$ cat src/rtl/env_adsr.sv
// env_adsr: per-voice ADSR envelope generator producing a 4-bit amplitude level.
//
// Ports:
//   clk      in   system clock
//   rst      in   synchronous reset, active-high
//   gate     in   note on (1) / note off (0); rise starts Attack, fall starts Release
//   attack   in   [3:0] attack step period  = attack+1 prescaler ticks
//   decay    in   [3:0] decay step period   = decay+1 prescaler ticks
//   sustain  in   [3:0] sustain level
//   rel      in   [3:0] release step period = rel+1 prescaler ticks
//                 ("release" is a reserved word, hence the short name)
//   level    out  [3:0] registered envelope level, feeds the 4x4 multiplier volume operand
//   active   out  registered, 1 whenever the envelope is not IDLE
//
// Parameter PRESC_W: prescaler width, one tick every 2^PRESC_W clk cycles.
//
// Optional macro ENV_ADSR_RETRIG_ZERO_EN: when defined, a gate rise also forces
// the level to 0 (hard retrigger); otherwise Attack continues from the current
// level (legato retrigger).
module env_adsr #(
    parameter int PRESC_W = 8
) (
    input  logic       clk,
    input  logic       rst,
    input  logic       gate,
    input  logic [3:0] attack,
    input  logic [3:0] decay,
    input  logic [3:0] sustain,
    input  logic [3:0] rel,
    output logic [3:0] level,
    output logic       active
);
    typedef enum logic [2:0] {IDLE, ATTACK, DECAY, SUSTAIN, RELEASE} state_t;

    state_t               state_q, state_d;
    logic   [3:0]         level_q, level_d;
    logic   [3:0]         step_cnt_q, step_cnt_d;
    logic   [PRESC_W-1:0] pre_cnt_q, pre_cnt_d;
    logic                 gate_q, active_q;
    logic                 rise, fall, tick, step, stepping;
    logic   [3:0]         rate;

    always_comb begin
        rise      = gate & ~gate_q;
        fall      = ~gate & gate_q;
        tick      = &pre_cnt_q;
        pre_cnt_d = rise ? '0 : pre_cnt_q + 1'b1;
        rate      = (state_q == ATTACK) ? attack : (state_q == DECAY) ? decay : rel;
        stepping  = (state_q == ATTACK) || (state_q == DECAY) || (state_q == RELEASE);
        step      = stepping && tick && (step_cnt_q == rate);
        state_d   = state_q;
        level_d   = level_q;
        if (rise) begin
            state_d = ATTACK;
`ifdef ENV_ADSR_RETRIG_ZERO_EN
            level_d = 4'd0;
`else
            level_d = level_q;
`endif
        end else if (fall && (state_q == ATTACK || state_q == DECAY || state_q == SUSTAIN)) begin
            state_d = RELEASE;
        end else begin
            case (state_q)
                IDLE: level_d = 4'd0;
                ATTACK: begin
                    if (step) begin
                        if (level_q == 4'd15) begin
                            state_d = DECAY;
                        end else begin
                            level_d = level_q + 4'd1;
                            if (level_q == 4'd14) state_d = DECAY;
                        end
                    end
                end
                DECAY: begin
                    // Already at/below target: snap straight to sustain without a step.
                    if (level_q <= sustain) begin
                        state_d = SUSTAIN;
                        level_d = sustain;
                    end else if (step) begin
                        level_d = level_q - 4'd1;
                        if (level_q - 4'd1 == sustain) state_d = SUSTAIN;
                    end
                end
                SUSTAIN: level_d = sustain;
                RELEASE: begin
                    if (level_q == 4'd0) begin
                        state_d = IDLE;
                    end else if (step) begin
                        level_d = level_q - 4'd1;
                        if (level_q == 4'd1) state_d = IDLE;
                    end
                end
                default: state_d = IDLE;
            endcase
        end
        // A retrigger restarts the stage timing just like a real state change.
        step_cnt_d = (rise || state_d != state_q) ? 4'd0 :
                     !(stepping && tick)          ? step_cnt_q :
                     step                         ? 4'd0 : step_cnt_q + 4'd1;
    end

    always_ff @(posedge clk) begin
        if (rst) begin
            state_q    <= IDLE;
            level_q    <= 4'd0;
            active_q   <= 1'b0;
            gate_q     <= 1'b0;
            pre_cnt_q  <= '0;
            step_cnt_q <= 4'd0;
        end else begin
            state_q    <= state_d;
            level_q    <= level_d;
            active_q   <= (state_d != IDLE);
            gate_q     <= gate;
            pre_cnt_q  <= pre_cnt_d;
            step_cnt_q <= step_cnt_d;
        end
    end

    assign level  = level_q;
    assign active = active_q;
endmodule

$ cat config.mk
export PLATFORM = sky130hd
export DESIGN_NAME = env_adsr
export DESIGN_NICKNAME = d
export VERILOG_FILES = /design/src/rtl/env_adsr.sv
export SDC_FILE = /design/constraint.sdc
export NUM_CORES = 1
export LEC_CHECK = 0
export ABC_AREA = 1
export CAP_MARGIN = 20
export CORE_MARGIN = 3
export CORE_UTILIZATION = 30
export DETAILED_ROUTE_END_ITERATION = 8
export PLACE_DENSITY = 0.56
export SYNTH_ARGS = -nofsm -noshare
export SYNTH_HDL_FRONTEND = slang
export SYNTH_SLANG_ARGS = --single-unit
$ cat constraint.sdc
create_clock -name clk -period 3.13 [get_ports clk]
set_input_delay 0.4695 -clock clk [delete_from_list [all_inputs] [get_ports clk]]
set_output_delay 0.4695 -clock clk [all_outputs]
set_load 0.01 [all_outputs]
==> results of run 1 <==
==> critical path, delay by kind of cell, from the launching register on <==
kind | cells | cell delay (ns)
flops | 1 | 0.48
simple gates | 16 | 1.81
buf+inv | 1 | 0.18
==> through the flow <==
step | power (µW) | utilization (%) | cells | cell area (µm²)
2_1_floorplan | 388 | - | 280 | 1720
3_3_place_gp | 440 | 37.8 | 370 | 2020
3_5_place_dp | 439 | 37.8 | 370 | 2020
4_1_cts | 620 | 38.6 | 374 | 2060
5_1_grt | 657 | 38.6 | 374 | 2060
6_report | 611 | 38.6 | 374 | 2060
==> cells by family after synthesis <==
family	count (synthesis)	share of synthesized area, %
simple gates	162	42.6
fa+ha+maj	11	8.00
compound gates	36	11.7
flops	21	24.4
xor+xnor	5	2.55
buf+inv	45	10.7
==> cell usage after synthesis (4+ instances only) <==
cell and count:
nand2_1 67, nor2_1 39, inv_1 38, nand3_1 29
dfxtp_1 21, a21oi_1 16, ha_1 11, o21ai_0 7
nand4_1 6, o21ai_1 5, nor3_1 4
==> routing by layer <==
| layer | track usage (%) | wire [µm] |
|---|---|---|
| met1 | 21.4 | 2240 |
| met3 | 1.86 | 275 |
| met2 | 21.8 | 1770 |
| met5 | 0 | 0 |
| met4 | 3.49 | 36 |
==> registers in the layout, indices dropped and copies added, names as in the netlist <==
name,count
active,1
gate_q,1
level,4
pre_cnt_q,8
state_q,3
step_cnt_q,4
==> how the worst max path moves through the flow <==
stage	start	endpoint	slack (ns)	cells past startpoint
6_report	state_q[2]	step_cnt_q[1]	0.55	17
4_1_cts	state_q[2]	step_cnt_q[1]	0.57	17
5_1_grt	state_q[2]	level[2]	0.23	15
2_1_floorplan	level[0]	step_cnt_q[1]	1.10	14
3_5_place_dp	sustain[1]	step_cnt_q[1]	0.47	17
3_3_place_gp	sustain[2]	step_cnt_q[1]	0.52	14
==> report_power, final <==
group	internal, µW	switching (µW)	total (µW)
clock	88.7	89.7	178
combinational	63.6	88.2	152
sequential	274	6.90	281
==> final cells by class <==
cell class              instances  area share, %
clock buffers                   3           2.00
clock inverters                 1          0.243
well taps                      70           4.25
inverters                      41           7.46
flip-flops and latches         21           20.4
multi-input cells             214           54.1
repair buffers                 24           11.5
==> cells in the final DEF (no fill, tap or decap), drive strengths merged <==
| master | Yosys | final |
|---|---|---|
| nand2 | 69 | 69 |
| nor2 | 42 | 42 |
| inv | 41 | 41 |
| nand3 | 32 | 32 |
| clkdlybuf4s50 | 0 | 23 |
| dfxtp | 21 | 21 |
| a21oi | 19 | 19 |
| o21ai | 12 | 12 |
| ha | 11 | 11 |
| nand4 | 6 | 6 |
| or2 | 6 | 6 |
| nor3 | 4 | 4 |
| xor2 | 3 | 3 |
| clkbuf | 2 | 3 |
| nor3b | 2 | 2 |
| a31oi | 2 | 2 |
| xnor2 | 2 | 2 |
| o31ai | 1 | 1 |
| a22oi | 1 | 1 |
| nor4 | 1 | 1 |
| o211ai | 1 | 1 |
| clkinv | 0 | 1 |
| buf | 2 | 1 |
==> impl_metrics.ini, run 1 <==
[outcome]
status = complete, no violations

[timing]
tns_ns = 0
slew_viol_final = 0
worst_pin_slew_ns = 0.407
slew_headroom_pct = 72.8
hold_ws_ns = 0.449
fmax_mhz = 388
period_minus_slack_ns = 2.58
setup_viol = 0
setup_ws_ns = 0.552
rsz0062_at_grt = no
finClkSkew_ns = 0.00209
fin_crit_sh_pct = 82.4
hold_viol = 0

[route]
drc_errors = 0
viasPerCell = 4.84
dr.first_iter.drc_count = 126
routedWlPerCell_um = 11.6
antenna_left = 0
dr_total_vias = 1810
firstDrtPassIters = 5
drt-total-wl_um = 4320

[clock_network]
clkTransAtPathRegs_ns = 0.08
clock_latency_ns = 0.26
cts_sinks = 21
holdBufCountCts = 0
cts_buffers = 3
postCtsSetupRepairBufs = 0
post_cts_resized = 0
clock_path_buffers = 2
cts_tree = yes
htreeDepth = 1
cts_root_buf = clkbuf_8

[hold_path]
min_path_type = flop to flop
min_from = pre_cnt_q[0]
worst_hold_path.endpoint = pre_cnt_q[0]
holdPathStages = 1

[global_routing]
grt_pass1_vias = 1684
grt_max_degree = 14
grt_pass1_wl_um = 7720
grt_overflow_total = 0
grt_antenna_before_repair = 0
track_usage_pct = 14.4

[flow_run]
drv_cap = 0

[floorplanning]
num_rows = 26
coreArea_um2 = 5340
ios = 24
dieWidth_um = 81.7
die_h_um = 81.7
start_util_pct = 32.2
die_area_um2 = 6680

[critical_path]
crit_fanout = 13
slowest_delay_ns = 0.48
reg2reg_to = step_cnt_q[1]
crit_top_cell = nand2_1
end_kind = flop
rr_worst_depth = 17
required_ns = 3.29
critPathLaunchType = flop
criticalPathCategory = flop to flop
crit_chain = inv_1 -> nand3_1 -> nand2_1 -> nand3_1 -> nand2_1 -> nand2_1 -> nand2_1 -> nor2_1 -> nand3_2 -> nor2_1 -> nor2_1 -> nand2_1 -> nand2_2 -> nand2_1 -> nand2_1 -> nand3_2 -> nor2_1
cp.arrival_ns = 2.73
r2r_start = state_q[2]
slowest_stage = dfxtp_1
rrSetupSlack_ns = 0.55

[yosys]
post-synth-top-area-fraction_pct = 24.4
synth_cell_types = 31
synth_edf_count = 0
synth_top_cells_by_area = dfxtp_1 (24%), nand2_1 (15%), nor2_1 (8.5%)
yosysSeqAreaShare_pct = 24.4
postSynthCellCount = 280
postSynth.topFlopCell = dfxtp_1
yosys_warnings = 0
avgSynthCellArea_um2 = 6.14
synth_area_um2 = 1720
ys_ff_latch = 21
async_reset_ff_share_pct = 0
yosysTopAreaCell = dfxtp_1
synthesis.nets = 310

[power_and_ir_drop]
power.density_nw_per_um2 = 296
peakVddDrop_uv = 212
power_leakage_uw = 0.000881

[layout]
multiInputGateArea_um2 = 1120
syn2layout_area_growth_pct = 19.9
antennaDiodeCount = 0
seq_area_um2 = 420
layout.nets = 335
drive_gt1_share_pct = 7.57
fillers = 592

[placed_design]
gp_congestion = 0.854
dp_slack_ns = 0.470
hpwl_um = 3470
portBuffers = 23
Power figures use the tool's default switching activity.
==> run 2: changes to the inputs <==
==> constraint.sdc (replaced) <==
create_clock -name clk -period 2.4 [get_ports clk]
set_input_delay 0.36 -clock clk [delete_from_list [all_inputs] [get_ports clk]]
set_output_delay 0.36 -clock clk [all_outputs]
set_load 0.01 [all_outputs]
==> impl_metrics.ini, run 2 (same netlist as run 1, synthesis figures left out) <==
[clock_network]
postCtsSetupRepairBufs = 0
cts_tree = yes
clock_latency_ns = 0.26
cts_buffers = 3
clock_path_buffers = 2
cts_sinks = 21
cts_root_buf = clkbuf_8
clkTransAtPathRegs_ns = 0.08
htreeDepth = 1

[placed_design]
dp_cells = 394
gp_congestion = 0.872
hpwl_um = 3700
portBuffers = 23

[outcome]
status = complete, no violations

[global_routing]
track_usage_pct = 14.2
grt_pass1_wl_um = 7600
grt_overflow_total = 0
grt_antenna_before_repair = 0
grt_pass1_vias = 1693
grt_max_degree = 13

[timing]
slew_headroom_pct = 76.8
hold_viol = 0
finClkSkew_ns = 0.00642
fmax_mhz = 459
fin_crit_sh_pct = 90.7
slew_viol_final = 0
hold_ws_ns = 0.448
worst_pin_slew_ns = 0.347
tns_ns = 0
period_minus_slack_ns = 2.18
setup_viol = 0

[power_and_ir_drop]
p_comb_share_pct = 28.4
pwr-share-clk_pct = 27.3
power_frac_seq_pct = 44.3
p_switching_uw = 244
intPower_uw = 579
power.density_nw_per_um2 = 365
peakVddDrop_uv = 326
p_sw_share_pct = 29.6
power_leakage_uw = 0.000998

[layout]
syn2layout_area_growth_pct = 31.1
fin_cells = 398
drive_gt1_share_pct = 15.2
layout_common_cells = nand2_1 (67), inv_1 (38), nor2_1 (38)
layout.nets = 359
antennaDiodeCount = 0
largest_register_ffs = 8
layout_commonest_cell = nand2_1
top_register = pre_cnt_q

[hold_path]
holdPathStages = 1
min_path_type = flop to flop
min_from = pre_cnt_q[0]
worst_hold_path.endpoint = pre_cnt_q[0]

[route]
dr_total_vias = 1849
firstDrtPassIters = 4
drt-total-wl_um = 4530
viasPerCell = 4.65
routedWlPerCell_um = 11.4
antenna_left = 0
dr.first_iter.drc_count = 77
drc_errors = 0

[critical_path]
end_kind = flop
crit_top_cell = nor2_1
criticalPathCategory = flop to flop
critPathLaunchType = flop
required_ns = 2.54
rr_worst_depth = 13
rrSetupSlack_ns = 0.22
r2r_start = state_q[0]
slowest_delay_ns = 0.35
cp.arrival_ns = 2.32
crit_fanout = 12
reg2reg_to = level[0]
slowest_stage = dfxtp_1
critPathLaunch = state_q[0]
crit_chain = inv_2 -> nor2_4 -> nand2_4 -> or2_2 -> nand3_1 -> nand2_1 -> nor2_1 -> nand3_2 -> buf_4 -> xor2_1 -> nor2_1 -> o21ai_1 -> a21oi_1

[floorplanning]
coreArea_um2 = 5340
ios = 24
start_util_pct = 32.2
die_h_um = 81.7
die_area_um2 = 6680
dieWidth_um = 81.7
num_rows = 26

[flow_run]
drv_cap = 0
-- run 2: cell types whose count changed in the layout (fill, tap and decap cells not counted) --
cell,delta
nand2_4,+1
o21ai_1,+1
nor2_1,-1
dfxtp_1,-1
o21ai_0,-1
buf_4,+24
nand2_2,-1
nand3_2,+1
nor2_2,+1
dfxtp_2,+1
nand3_1,-1
-- run 2: power by group through the flow --
stage                     sequential [µW]  clock, µW  combinational, µW
after floorplan                       375          0                132
after global placement                373          0                231
after detailed placement              373          0                230
after CTS                             364        236                231
after global routing                  366        248                262
final                                 365        225                233
-- run 2: critical path: cells and delay by family (launching register included) --
family          cells  cell delay, ns
simple gates        8            1.06
flops               1            0.35
buf+inv             2            0.29
compound gates      2            0.24
xor+xnor            1            0.14
-- run 2: worst max-delay path by stage --
stage | cells past startpoint | endpoint
4_1_cts | 13 | level[0]
2_1_floorplan | 14 | step_cnt_q[1]
3_3_place_gp | 15 | level[3]
6_report | 13 | level[0]
5_1_grt | 16 | level[3]
3_5_place_dp | 15 | level[3]
-- run 2: stage by stage --
step / util, % / total power [µW] / setup WS [ns] / cell area [µm²]
6_report: 42.3 / 823 / 0.222 / 2260
5_1_grt: 42.3 / 876 / -0.0164 / 2260
4_1_cts: 42.0 / 831 / 0.173 / 2240
3_5_place_dp: 41.2 / 602 / -0.0521 / 2200
3_3_place_gp: 41.2 / 603 / -0.0251 / 2200
2_1_floorplan: - / 507 / 0.365 / 1720
-- run 2: timing repair --
item / in CTS / in global routing
hold buffers: 0 / 0
endpoints found under the setup margin: 0 / 8
gates resized for setup: 0 / 5
-- run 2: layout make-up --
cell class / instances / area (µm²)
clock buffers: 3 / 41.3
clock inverters: 1 / 5.00
fillers: 610 / 3080
inverters: 41 / 154
multi-input cells: 214 / 1130
flip-flops and latches: 21 / 422
well taps: 70 / 87.6
repair buffers: 48 / 418
-- run 2: routing by layer --
metal	global-route usage, %	vias to the layer above	routed length, µm
li1	-	1000	-
met1	20.9	819	2380
met2	22.0	28	1900
met3	1.64	2	218
met4	3.49	0	25
met5	0	-	0
==> run 3: changes to the inputs <==
--- a/config.mk
+++ b/config.mk
@@ -7,10 +7,12 @@
 export LEC_CHECK = 0
 export ABC_AREA = 1
 export CAP_MARGIN = 20
+export CELL_PAD_IN_SITES_DETAIL_PLACEMENT = 1
+export CELL_PAD_IN_SITES_GLOBAL_PLACEMENT = 2
 export CORE_MARGIN = 3
-export CORE_UTILIZATION = 30
+export CORE_UTILIZATION = 29
 export DETAILED_ROUTE_END_ITERATION = 8
-export PLACE_DENSITY = 0.56
+export PLACE_DENSITY_LB_ADDON = 0.1
 export SYNTH_ARGS = -nofsm -noshare
 export SYNTH_HDL_FRONTEND = slang
 export SYNTH_SLANG_ARGS = --single-unit
==> impl_metrics.ini, run 3 (same netlist as run 1, synthesis figures left out) <==
[hold_path]
min_path_type = flop to flop

[placed_design]
placed_area_um2 = 2220
hpwl_um = 4620
portBuffers = 23
dp_slack_ns = -0.0640
gp_congestion = 0.792

[critical_path]
critPathLaunchType = flop
cp.arrival_ns = 2.39
criticalPathCategory = flop to flop
crit_fanout = 11
required_ns = 2.60
end_kind = flop

[global_routing]
track_usage_pct = 16.8
grt_antenna_before_repair = 0
grt_overflow_total = 0
grt_pass1_wl_um = 9730
grt_max_degree = 13
grt_pass1_vias = 1992

[power_and_ir_drop]
power.density_nw_per_um2 = 369
p_switching_uw = 266
intPower_uw = 586
p_sw_share_pct = 31.2
power_frac_seq_pct = 43.0
power_uw = 852
pwr-share-clk_pct = 27.6
peakVddDrop_uv = 392
p_comb_share_pct = 29.5
power_leakage_uw = 0.00101

[flow_run]
drv_cap = 0

[floorplanning]
ios = 24
dieWidth_um = 83.0
die_area_um2 = 6890
coreArea_um2 = 5610
num_rows = 27
die_h_um = 83.0
start_util_pct = 30.7

[clock_network]
cts_tree = yes
postCtsSetupRepairBufs = 0
cts_root_buf = clkbuf_8
clock_latency_ns = 0.26
htreeDepth = 1
cts_sinks = 21
clkTransAtPathRegs_ns = 0.08
clock_path_buffers = 2
cts_buffers = 3
holdBufCountCts = 0
post_cts_resized = 0

[timing]
period_minus_slack_ns = 2.19
finClkSkew_ns = 0.00133
worst_pin_slew_ns = 0.333
setup_ws_ns = 0.208
fin_crit_sh_pct = 91.3
setup_viol = 0
slew_viol_final = 0
fmax_mhz = 456
slew_headroom_pct = 77.7
hold_viol = 0
tns_ns = 0

[layout]
seq_area_um2 = 422
largest_register_ffs = 8
antennaDiodeCount = 0
multiInputGateArea_um2 = 1160
drive_gt1_share_pct = 17.8
fillers = 767
final_util_pct = 41.2
design_area_um2 = 2310
top_register = pre_cnt_q
layout_commonest_cell = nand2_1
layout_common_cells = nand2_1 (67), inv_1 (36), nor2_1 (35)
syn2layout_area_growth_pct = 34.3
layout.nets = 362

[route]
firstDrtPassIters = 4
routedWlPerCell_um = 13.8
viasPerCell = 4.73
drc_errors = 0
dr.first_iter.drc_count = 58
antenna_left = 0
dr_total_vias = 1908
drt-total-wl_um = 5570

[outcome]
status = complete, no violations
==> run 3: worst paths after layout <==
check | startpoint | end | slack (ns) | cells past startpoint
worst max-delay path | state_q[0] | level[3] | 0.21 | 15
worst max register to register | state_q[0] | level[3] | 0.21 | 15
worst min-delay path | pre_cnt_q[0] | pre_cnt_q[0] | 0.45 | 1
worst min register to register | pre_cnt_q[0] | pre_cnt_q[0] | 0.45 | 1
==> run 3: stage by stage <==
| step | cells | hold slack [ns] |
|---|---|---|
| 6_report | 403 | 0.451 |
| 5_1_grt | 403 | 0.491 |
| 4_1_cts | 403 | 0.461 |
| 3_5_place_dp | 399 | 0.442 |
| 3_3_place_gp | 399 | 0.436 |
| 2_1_floorplan | 280 | 0.418 |
==> run 3: cell type report <==
| cell class | count | share of cell area, % |
|---|---|---|
| Multi-Input combinational cell | 214 | 50.1 |
| Timing Repair Buffer | 51 | 19.1 |
| Sequential cell | 21 | 18.2 |
| Inverter | 41 | 6.66 |
| Tap cell | 72 | 3.90 |
| Clock buffer | 3 | 1.79 |
| Clock inverter | 1 | 0.217 |
==> run 3: power groups by stage <==
stage | sequential [µW] | combinational, µW | clock (µW)
after floorplan | 375 | 132 | 0
after global placement | 373 | 243 | 0
after detailed placement | 373 | 244 | 0
after CTS | 365 | 246 | 244
after global routing | 367 | 285 | 262
final | 366 | 251 | 235
==> run 3: layer usage <==
metal  share of wire (%)  wire length, µm  global-route usage (%)  vias to the layer above
li1                    -                -                       -                     1006
met1                  55             3070                    25.2                      881
met2                  43             2370                    26.1                       17
met3                 1.6               91                    1.79                        4
met4                0.57               32                    2.67                        0
met5                   0                0                       0                        -
==> run 3: worst max-delay path, stage by stage, from the launching register on <==
cell and delay (ns):
dfxtp_1 0.36, inv_2 0.09, nor2_4 0.11, nand2_4 0.11
or2_2 0.30, nand3_1 0.11, nand2_1 0.07, nor2_2 0.11
nand3_2 0.12, buf_4 0.19, buf_4 0.13, a21oi_1 0.11
o21ai_1 0.07, nand2_1 0.06, nand2_1 0.06, a21oi_2 0.11
